## config.mk

```make
export PLATFORM = sky130hd
export DESIGN_NAME = uart_rx
export DESIGN_NICKNAME = d
export VERILOG_FILES = /design/src/rtl/uart_rx.sv
export SDC_FILE = /design/constraint.sdc
export NUM_CORES = 1
export LEC_CHECK = 0
export BUFFER_PORTS_ARGS = -buffer_cell sky130_fd_sc_hd__buf_2
export CORE_ASPECT_RATIO = 2
export CORE_UTILIZATION = 35
export DETAILED_ROUTE_END_ITERATION = 10
export GPL_TIMING_DRIVEN = 0
export MAX_ROUTING_LAYER = met4
export PLACE_DENSITY_LB_ADDON = 0.08
export SYNTH_ARGS = -nofsm -noshare
export SYNTH_HDL_FRONTEND = slang
export SYNTH_SLANG_ARGS = --single-unit
export TNS_END_PERCENT = 30
```

## constraint.sdc

```tcl
create_clock -name clock -period 5.4 [get_ports clock]
set_input_delay 0.81 -clock clock [delete_from_list [all_inputs] [get_ports clock]]
set_output_delay 0.81 -clock clock [all_outputs]
set_load 0.1 [all_outputs]
```

## src/rtl/uart_rx.sv

```systemverilog
`timescale 1ns/1ps
// uart_rx: 8N1 serial receiver with valid/ready byte output.
// Optional even-parity frame format (8E1) when UART_RX_PARITY_EN is defined.
module uart_rx #(
    parameter int unsigned CLKS_PER_BIT = 5001
) (
    input  logic       clock,
    input  logic       reset,
    input  logic       rx,
    output logic [7:0] rx_data,
    output logic       rx_valid,
    input  logic       rx_ready,
    output logic       frame_err,
    output logic       parity_err,
    output logic       overrun_err,
    output logic       busy
);

    localparam int unsigned CNT_W = $clog2(CLKS_PER_BIT);
    localparam logic [CNT_W-1:0] CNT_LAST = CNT_W'(CLKS_PER_BIT - 1);
    localparam logic [CNT_W-1:0] CNT_MID  = CNT_W'(CLKS_PER_BIT / 2 - 1);

    typedef enum logic [2:0] {
        S_IDLE,
        S_START,
        S_DATA,
        S_PARITY,
        S_STOP,
        S_BREAK
    } state_e;

    logic             rx_meta_q;
    logic             rxs_q;
    logic             rxs_prev_q;
    state_e           state_q,       state_d;
    logic [CNT_W-1:0] cnt_q,         cnt_d;
    logic [2:0]       idx_q,         idx_d;
    logic [7:0]       shift_q,       shift_d;
    logic [7:0]       rx_data_q,     rx_data_d;
    logic             rx_valid_q,    rx_valid_d;
    logic             frame_err_q,   frame_err_d;
    logic             overrun_err_q, overrun_err_d;
    logic             busy_q,        busy_d;
    logic             deliver_c;
    logic             accept_c;
`ifdef UART_RX_PARITY_EN
    logic             par_q,         par_d;
    logic             parity_err_q,  parity_err_d;
`endif

    // Synchronizer, edge history, FSM state and registered outputs.
    always_ff @(posedge clock or posedge reset) begin
        if (reset) begin
            rx_meta_q     <= 1'b1;
            rxs_q         <= 1'b1;
            rxs_prev_q    <= 1'b1;
            state_q       <= S_IDLE;
            cnt_q         <= '0;
            idx_q         <= '0;
            shift_q       <= '0;
            rx_data_q     <= '0;
            rx_valid_q    <= 1'b0;
            frame_err_q   <= 1'b0;
            overrun_err_q <= 1'b0;
            busy_q        <= 1'b0;
`ifdef UART_RX_PARITY_EN
            par_q         <= 1'b0;
            parity_err_q  <= 1'b0;
`endif
        end else begin
            rx_meta_q     <= rx;
            rxs_q         <= rx_meta_q;
            rxs_prev_q    <= rxs_q;
            state_q       <= state_d;
            cnt_q         <= cnt_d;
            idx_q         <= idx_d;
            shift_q       <= shift_d;
            rx_data_q     <= rx_data_d;
            rx_valid_q    <= rx_valid_d;
            frame_err_q   <= frame_err_d;
            overrun_err_q <= overrun_err_d;
            busy_q        <= busy_d;
`ifdef UART_RX_PARITY_EN
            par_q         <= par_d;
            parity_err_q  <= parity_err_d;
`endif
        end
    end

    // Frame FSM, bit timing, sampling and output handshake.
    always_comb begin
        state_d       = state_q;
        cnt_d         = (cnt_q == CNT_LAST) ? '0 : cnt_q + CNT_W'(1);
        idx_d         = idx_q;
        shift_d       = shift_q;
        deliver_c     = 1'b0;
        frame_err_d   = 1'b0;
        overrun_err_d = 1'b0;
        rx_data_d     = rx_data_q;
        accept_c      = rx_valid_q & rx_ready;
        rx_valid_d    = rx_valid_q & ~accept_c;
`ifdef UART_RX_PARITY_EN
        par_d         = par_q;
        parity_err_d  = 1'b0;
`endif

        case (state_q)
            S_IDLE: begin
                cnt_d = '0;
                if (rxs_prev_q && !rxs_q) begin
                    state_d = S_START;
                end
            end
            S_START: begin
                if (cnt_q == CNT_MID) begin
                    if (!rxs_q) begin
                        state_d = S_DATA;
                        idx_d   = 3'd0;
                        cnt_d   = '0;
                    end else begin
                        state_d = S_IDLE;
                    end
                end
            end
            S_DATA: begin
                if (cnt_q == CNT_LAST) begin
                    shift_d[idx_q] = rxs_q;
                    if (idx_q == 3'd7) begin
`ifdef UART_RX_PARITY_EN
                        state_d = S_PARITY;
`else
                        state_d = S_STOP;
`endif
                    end else begin
                        idx_d = idx_q + 3'd1;
                    end
                end
            end
            S_PARITY: begin
`ifdef UART_RX_PARITY_EN
                if (cnt_q == CNT_LAST) begin
                    par_d   = rxs_q;
                    state_d = S_STOP;
                end
`else
                state_d = S_IDLE;
`endif
            end
            S_STOP: begin
                if (cnt_q == CNT_LAST) begin
                    if (!rxs_q) begin
                        frame_err_d = 1'b1;
                        state_d     = S_BREAK;
`ifdef UART_RX_PARITY_EN
                    end else if (^{shift_q, par_q}) begin
                        parity_err_d = 1'b1;
                        state_d      = S_IDLE;
`endif
                    end else begin
                        deliver_c = 1'b1;
                        state_d   = S_IDLE;
                    end
                end
            end
            S_BREAK: begin
                cnt_d = '0;
                if (rxs_q) begin
                    state_d = S_IDLE;
                end
            end
            default: begin
                state_d = S_IDLE;
            end
        endcase

        // A held byte that is accepted this cycle frees the slot for the new one.
        if (deliver_c) begin
            if (!rx_valid_q || accept_c) begin
                rx_data_d  = shift_q;
                rx_valid_d = 1'b1;
            end else begin
                overrun_err_d = 1'b1;
            end
        end

        busy_d = (state_d != S_IDLE);
    end

    assign rx_data     = rx_data_q;
    assign rx_valid    = rx_valid_q;
    assign frame_err   = frame_err_q;
    assign overrun_err = overrun_err_q;
    assign busy        = busy_q;
`ifdef UART_RX_PARITY_EN
    assign parity_err  = parity_err_q;
`else
    assign parity_err  = 1'b0;
`endif

endmodule

```

==> results of run 1 <==
-- synth_stat cells (2+ instances only) --
cell type | instances | share of area
or3b_2 | 3 | 0.013
xnor2_1 | 9 | 0.038
nor3_1 | 5 | 0.012
a22o_1 | 2 | 0.0085
dfstp_2 | 3 | 0.038
nor2_1 | 21 | 0.038
nor4b_1 | 4 | 0.017
buf_2 | 2 | 0.0048
o21ai_0 | 3 | 0.0073
nand2_1 | 13 | 0.024
nor3b_1 | 2 | 0.0073
a21o_1 | 2 | 0.0073
and4_1 | 3 | 0.013
ha_1 | 4 | 0.024
nor4_1 | 4 | 0.012
clkbuf_1 | 4 | 0.0073
nand2b_1 | 2 | 0.0061
mux2_1 | 2 | 0.011
inv_1 | 7 | 0.013
nor4_4 | 2 | 0.021
nand3_1 | 9 | 0.022
mux2_2 | 15 | 0.082
nand4b_1 | 2 | 0.0085
xor2_1 | 2 | 0.0085
dfrtp_1 | 39 | 0.47
nand4_1 | 5 | 0.015
-- metal layers --
metal  share of wire  global-route usage  vias to the layer above
li1                -                   -                      695
met1            0.38               0.149                      682
met2            0.56               0.256                       19
met3           0.027              0.0363                       11
met4           0.028              0.0846                        0
met5               0                   -                        -
-- final timing paths --
kind,start,endpoint,slack (ps)
hold / removal,rx_meta_q,rxs_q,360
setup reg to reg,state_q[0],shift_q[1],3160
hold reg to reg,rx_meta_q,rxs_q,360
max in group asynchronous,reset,overrun_err,4120
min in group asynchronous,reset,rx_data[7],720
setup / recovery,state_q[0],shift_q[1],3160
-- kinds of logic (layout without fill, tap and decap cells) --
family	after synthesis	count (layout)
flops	42	42
fa+ha+maj	4	4
mux	17	17
other cells	1	1
xor+xnor	11	11
buf+inv	14	37
simple gates	83	83
compound gates	13	13
-- registers in the layout, indices dropped and copies added (netlist names) --
| register | flops |
|---|---|
| shift_q | 8 |
| rxs_prev_q | 1 |
| rx_data | 8 |
| rx_valid | 1 |
| state_q | 3 |
| rx_meta_q | 1 |
| idx_q | 3 |
| rxs_q | 1 |
| cnt_q | 13 |
| busy | 1 |
| overrun_err | 1 |
| frame_err | 1 |
-- layout make-up --
type	count	area (um2)
Timing Repair Buffer	15	75.1
Sequential cell	42	1050
Clock inverter	2	12.5
Buffer	7	32.5
Fill cell	566	3340
Clock buffer	6	139
Inverter	7	26.3
Multi-Input combinational cell	129	952
Tap cell	61	76.3
-- where the power goes --
part           switching [W]  internal [W]
logic              0.0000848     0.0000505
clock network       0.000120      0.000183
registers          0.0000266      0.000336
total               0.000232      0.000570
-- cells in the final DEF (no fill, tap or decap), drive strengths merged --
master,count
o211ai,1
clkinvlp,1
a21o,2
ha,4
nand3,10
nor3b,3
dfrtp,39
nor3,5
nand2,13
and4,3
and4bb,1
a21boi,1
a21oi,1
nor2,21
nand2b,2
dfstp,3
or4bb,1
nand4b,2
a31oi,1
buf,18
nor4b,4
a22o,2
xnor2,9
mux2,17
nand4,5
inv,7
clkinv,1
xor2,2
or4,1
conb,1
a211oi,1
clkbuf,10
nor4,7
or2,1
o21ai,4
or3b,4
-- stage by stage --
step                instances  cell area [um2]
finish                    269             2370
global route              269             2370
global placement          261             2220
floorplan                 185             2070
CTS                       269             2370
detailed placement        261             2220
==> reports/metrics.yaml, run 1 <==
fin_util: 0.415
cts_hold_buf: 0
rows: 39
postCtsSetupBuffers: 0
hp-class: "reg2reg"
hold_viol: 0
rsz0062_at_grt: "false"
ys_seq_area_frac: 0.511
syn_to_final_growth_pct: 14.7
synthSimpleGateAreaFrac: 0.254
crit_buf_inv: 1
powerDensity_nw_per_um2: 338
synth_top_family_by_area: "simple AND/OR/NAND/NOR gates"
synth-xor-area-share: 0.0466
cts_sinks: 42
setup_viol: 0
path_max_fanout: 10
synth_area_per_cell_um2: 11.2
cts_buffers: 5
post_synth_fa_ha_maj_area_fraction: 0.0242
ff2ff_path_depth: 5
tns_ps: 0
skew_ps: 6.75
grt_use_total: 0.149
ant_nets: 0
synth_cells: 185
h-tree-depth: 2
required_ps: 5580
relSlewSlack: 0.397
critPathTopFamily: "simple AND/OR/NAND/NOR gates"
die_y_um: 111
synthDistinctLibCells: 42
grt_pass1_wl_mm: 6.92
total_power_w: 0.000801
synthMuxAreaShare: 0.0927
synth-compound-area-share: 0.0418
place_hpwl_mm: 3.04
critPathKind: "reg2reg"
hold_ws_ps: 358
clk_latency_ps: 290
grt_pass1_vias: 1421
core_area_um2: 5710
arrival_ps: 2420
wl_per_cell_um: 15.2
worst_slack_ps: 3160
dp_slack_ps: 3130
drt_wl_total_mm: 4.09
clockBufferDepth: 2
drc: 0
drtIter0Drc: 15
cts_root_buf: "clkbuf_16"
slowest_delay_ps: 550
crit_path_end_kind: "flip-flop"
gp_congestion: 0.841
yosysWarningCount: 0
holdPathStages: 0
ys_ff_latch: 42
io_pins: 17
max_freq_mhz: 446
antennaDiodeCount: 0
grt_max_degree: 43
cp-start-kind: "flip-flop"
syn_nets: 193
status: "complete, no violations"
antenna_found_initial: 0
period_share: 0.416
initial_core_util: 0.362
drv_slew: 0
grt_overflow: 0
drive_above_1_share: 0.274
cts_tree: "built"
peakVddDrop_mv: 0.252
post-route-min-period_ps: 2240
dr.pass1.iters: 4
clkTransAtPathRegs_ps: 60
synth_edf_count: 0
crit_chain: "clkbuf_1, nor3b_1, nand4_1, nor4b_1, mux2_2"
vias: 1407
cts_resized: 0
final_nets: 215
die_area_um2: 6230
synth.cell_area_um2: 2070
crit_path_top_delay_cell: "nor3b_1"
port_buffers: 15
drv_cap: 0
viasPerCell: 5.23
power.leakage_nw: 1.07
cp.depth: 5
tightest_slew_ps: 903
async_flop_share: 1.00
synth_top_flop_cell: "dfrtp_1"
die_w_um: 56.3
Power figures use the tool's default switching activity.
==> run 2: changes to the inputs <==
- clock period: 5.4 -> 2 ns (I/O delays scaled with it)
==> reports/metrics.yaml, run 2 (synthesis results as in run 1) <==
p_comb_frac: 0.221
drt_wl_total_mm: 4.32
tightest_slew_ps: 903
max_freq_mhz: 508
antenna_found_initial: 0
p_switching_w: 0.000678
syn_to_final_growth_pct: 24.2
antennaDiodeCount: 0
drv_slew: 0
dp_slack_ps: -267
max_flop_register: "cnt_q"
final_nets: 229
die_w_um: 56.3
status: "complete, no violations"
numPlacedInstances: 261
worst-r2r-setup-slack_ps: 30
cp-start-kind: "flip-flop"
largest_reg_flops: 13
period_share: 0.983
peakVddDrop_mv: 0.696
grt_overflow: 0
slowest_delay_ps: 590
critPathLaunch: "cnt_q[2]"
stdcell_count: 283
layout_common_cells: "35 x dfrtp_1, 21 x nor2_1, 17 x buf_2"
crit_chain: "or4_4, nor4_4, nand4b_1, mux2_1"
worst_slack_ps: 33.4
grt_max_degree: 43
cp.depth: 4
cts_buffers: 5
power.internal_w: 0.00164
grt_pass1_vias: 1444
die_y_um: 111
rsz0062_at_grt: "true"
powerDensity_nw_per_um2: 906
final_common_cell: "dfrtp_1"
viasPerCell: 5.21
cts_tree: "built"
r2r-start: "cnt_q[2]"
h-tree-depth: 2
skew_ps: 5.77
cts_sinks: 42
crit_path_top_delay_cell: "or4_4"
wl_per_cell_um: 15.3
hold_ws_ps: 110
drc: 0
relSlewSlack: 0.397
clk_latency_ps: 290
rows: 39
crit_path_end_kind: "flip-flop"
post-route-min-period_ps: 1970
port_buffers: 15
critPathKind: "reg2reg"
fin_util: 0.449
path_max_fanout: 5
die_area_um2: 6230
power.leakage_nw: 1.15
core_area_um2: 5710
nFillCells: 548
grt_pass1_wl_mm: 7.09
crit_end: "shift_q[6]"
power.switching_fraction: 0.292
clkTransAtPathRegs_ps: 60
io_pins: 17
r2r-end: "shift_q[6]"
hold_viol: 0
grt_use_total: 0.153
ant_nets: 0
cts_root_buf: "clkbuf_16"
initial_core_util: 0.362
seqPwrFrac: 0.425
clockBufferDepth: 2
drv_cap: 0
critPathTopFamily: "simple AND/OR/NAND/NOR gates"
place_hpwl_mm: 3.04
dr.pass1.iters: 4
arrival_ps: 2140
gp_congestion: 0.841
hp-class: "in2reg"
drtIter0Drc: 26
setup_viol: 0
vias: 1474
required_ps: 2170
ff2ff_path_depth: 4
crit_buf_inv: 0
p_clk_frac: 0.354
drive_above_1_share: 0.387
## run 2: changes by cell type in the layout (fill, tap and decap cells not counted), moves of 2 or more
| cell | delta |
|---|---|
| clkbuf_1 | -2 |
| inv_2 | +2 |
| nor4b_1 | -2 |
| dfrtp_1 | -4 |
| nor4b_2 | +2 |
| inv_1 | -2 |
| buf_4 | +15 |
| dfrtp_2 | +4 |
## run 2: how the worst min path moves through the flow
stage	endpoint	cells after the start	startpoint
finish	rx_meta_q	1	rx
global route	rx_meta_q	1	rx
CTS	rx_meta_q	1	rx
detailed placement	rxs_q	0	rx_meta_q
global placement	rxs_q	0	rx_meta_q
floorplan	rx_meta_q	0	rx
## run 2: power by group through the flow
stage	sequential (W)	clock [W]	combinational (W)
2_1_floorplan	0.00100	0	0.000272
3_3_place_gp	0.000993	0	0.000368
3_5_place_dp	0.000997	0	0.000370
4_1_cts	0.000984	0.000845	0.000409
5_1_grt	0.000997	0.000870	0.000562
6_report	0.000988	0.000822	0.000513
## run 2: final cells by class
| type | count | area [um2] | share of cell area |
|---|---|---|---|
| clock inverter | 2 | 12.5 | 0.00488 |
| timing repair buffer | 30 | 200 | 0.0780 |
| multi-input combinational | 129 | 1020 | 0.397 |
| clock buffer | 6 | 139 | 0.0541 |
| sequential | 42 | 1060 | 0.413 |
| inverter | 7 | 26.3 | 0.0102 |
| buffer | 6 | 32.5 | 0.0127 |
| tap | 61 | 76.3 | 0.0298 |
## run 2: routing by layer
| metal | GRT usage | vias up | routed length [um] |
|---|---|---|---|
| met1 | 0.151 | 723 | 1650 |
| met3 | 0.0363 | 10 | 105 |
| met2 | 0.266 | 19 | 2450 |
| met4 | 0.0846 | 0 | 114 |
| li1 | - | 722 | - |
| met5 | - | - | 0 |
## run 2: metrics by stage
step / total power [W] / setup TNS (ps) / cell area, um2
2_1_floorplan: 0.00127 / 0 / 2070
3_3_place_gp: 0.00136 / -3690 / 2220
3_5_place_dp: 0.00137 / -4130 / 2220
4_1_cts: 0.00224 / 0 / 2440
5_1_grt: 0.00243 / -164 / 2560
6_report: 0.00232 / 0 / 2560
## run 2: what timing repair did
| action | CTS | global route |
|---|---|---|
| setup buffers | 4 | 11 |
| endpoints found under the setup margin | 30 | 23 |
| pin swaps | 4 | 8 |
| gates resized for setup | 8 | 17 |
| hold buffers | 0 | 0 |
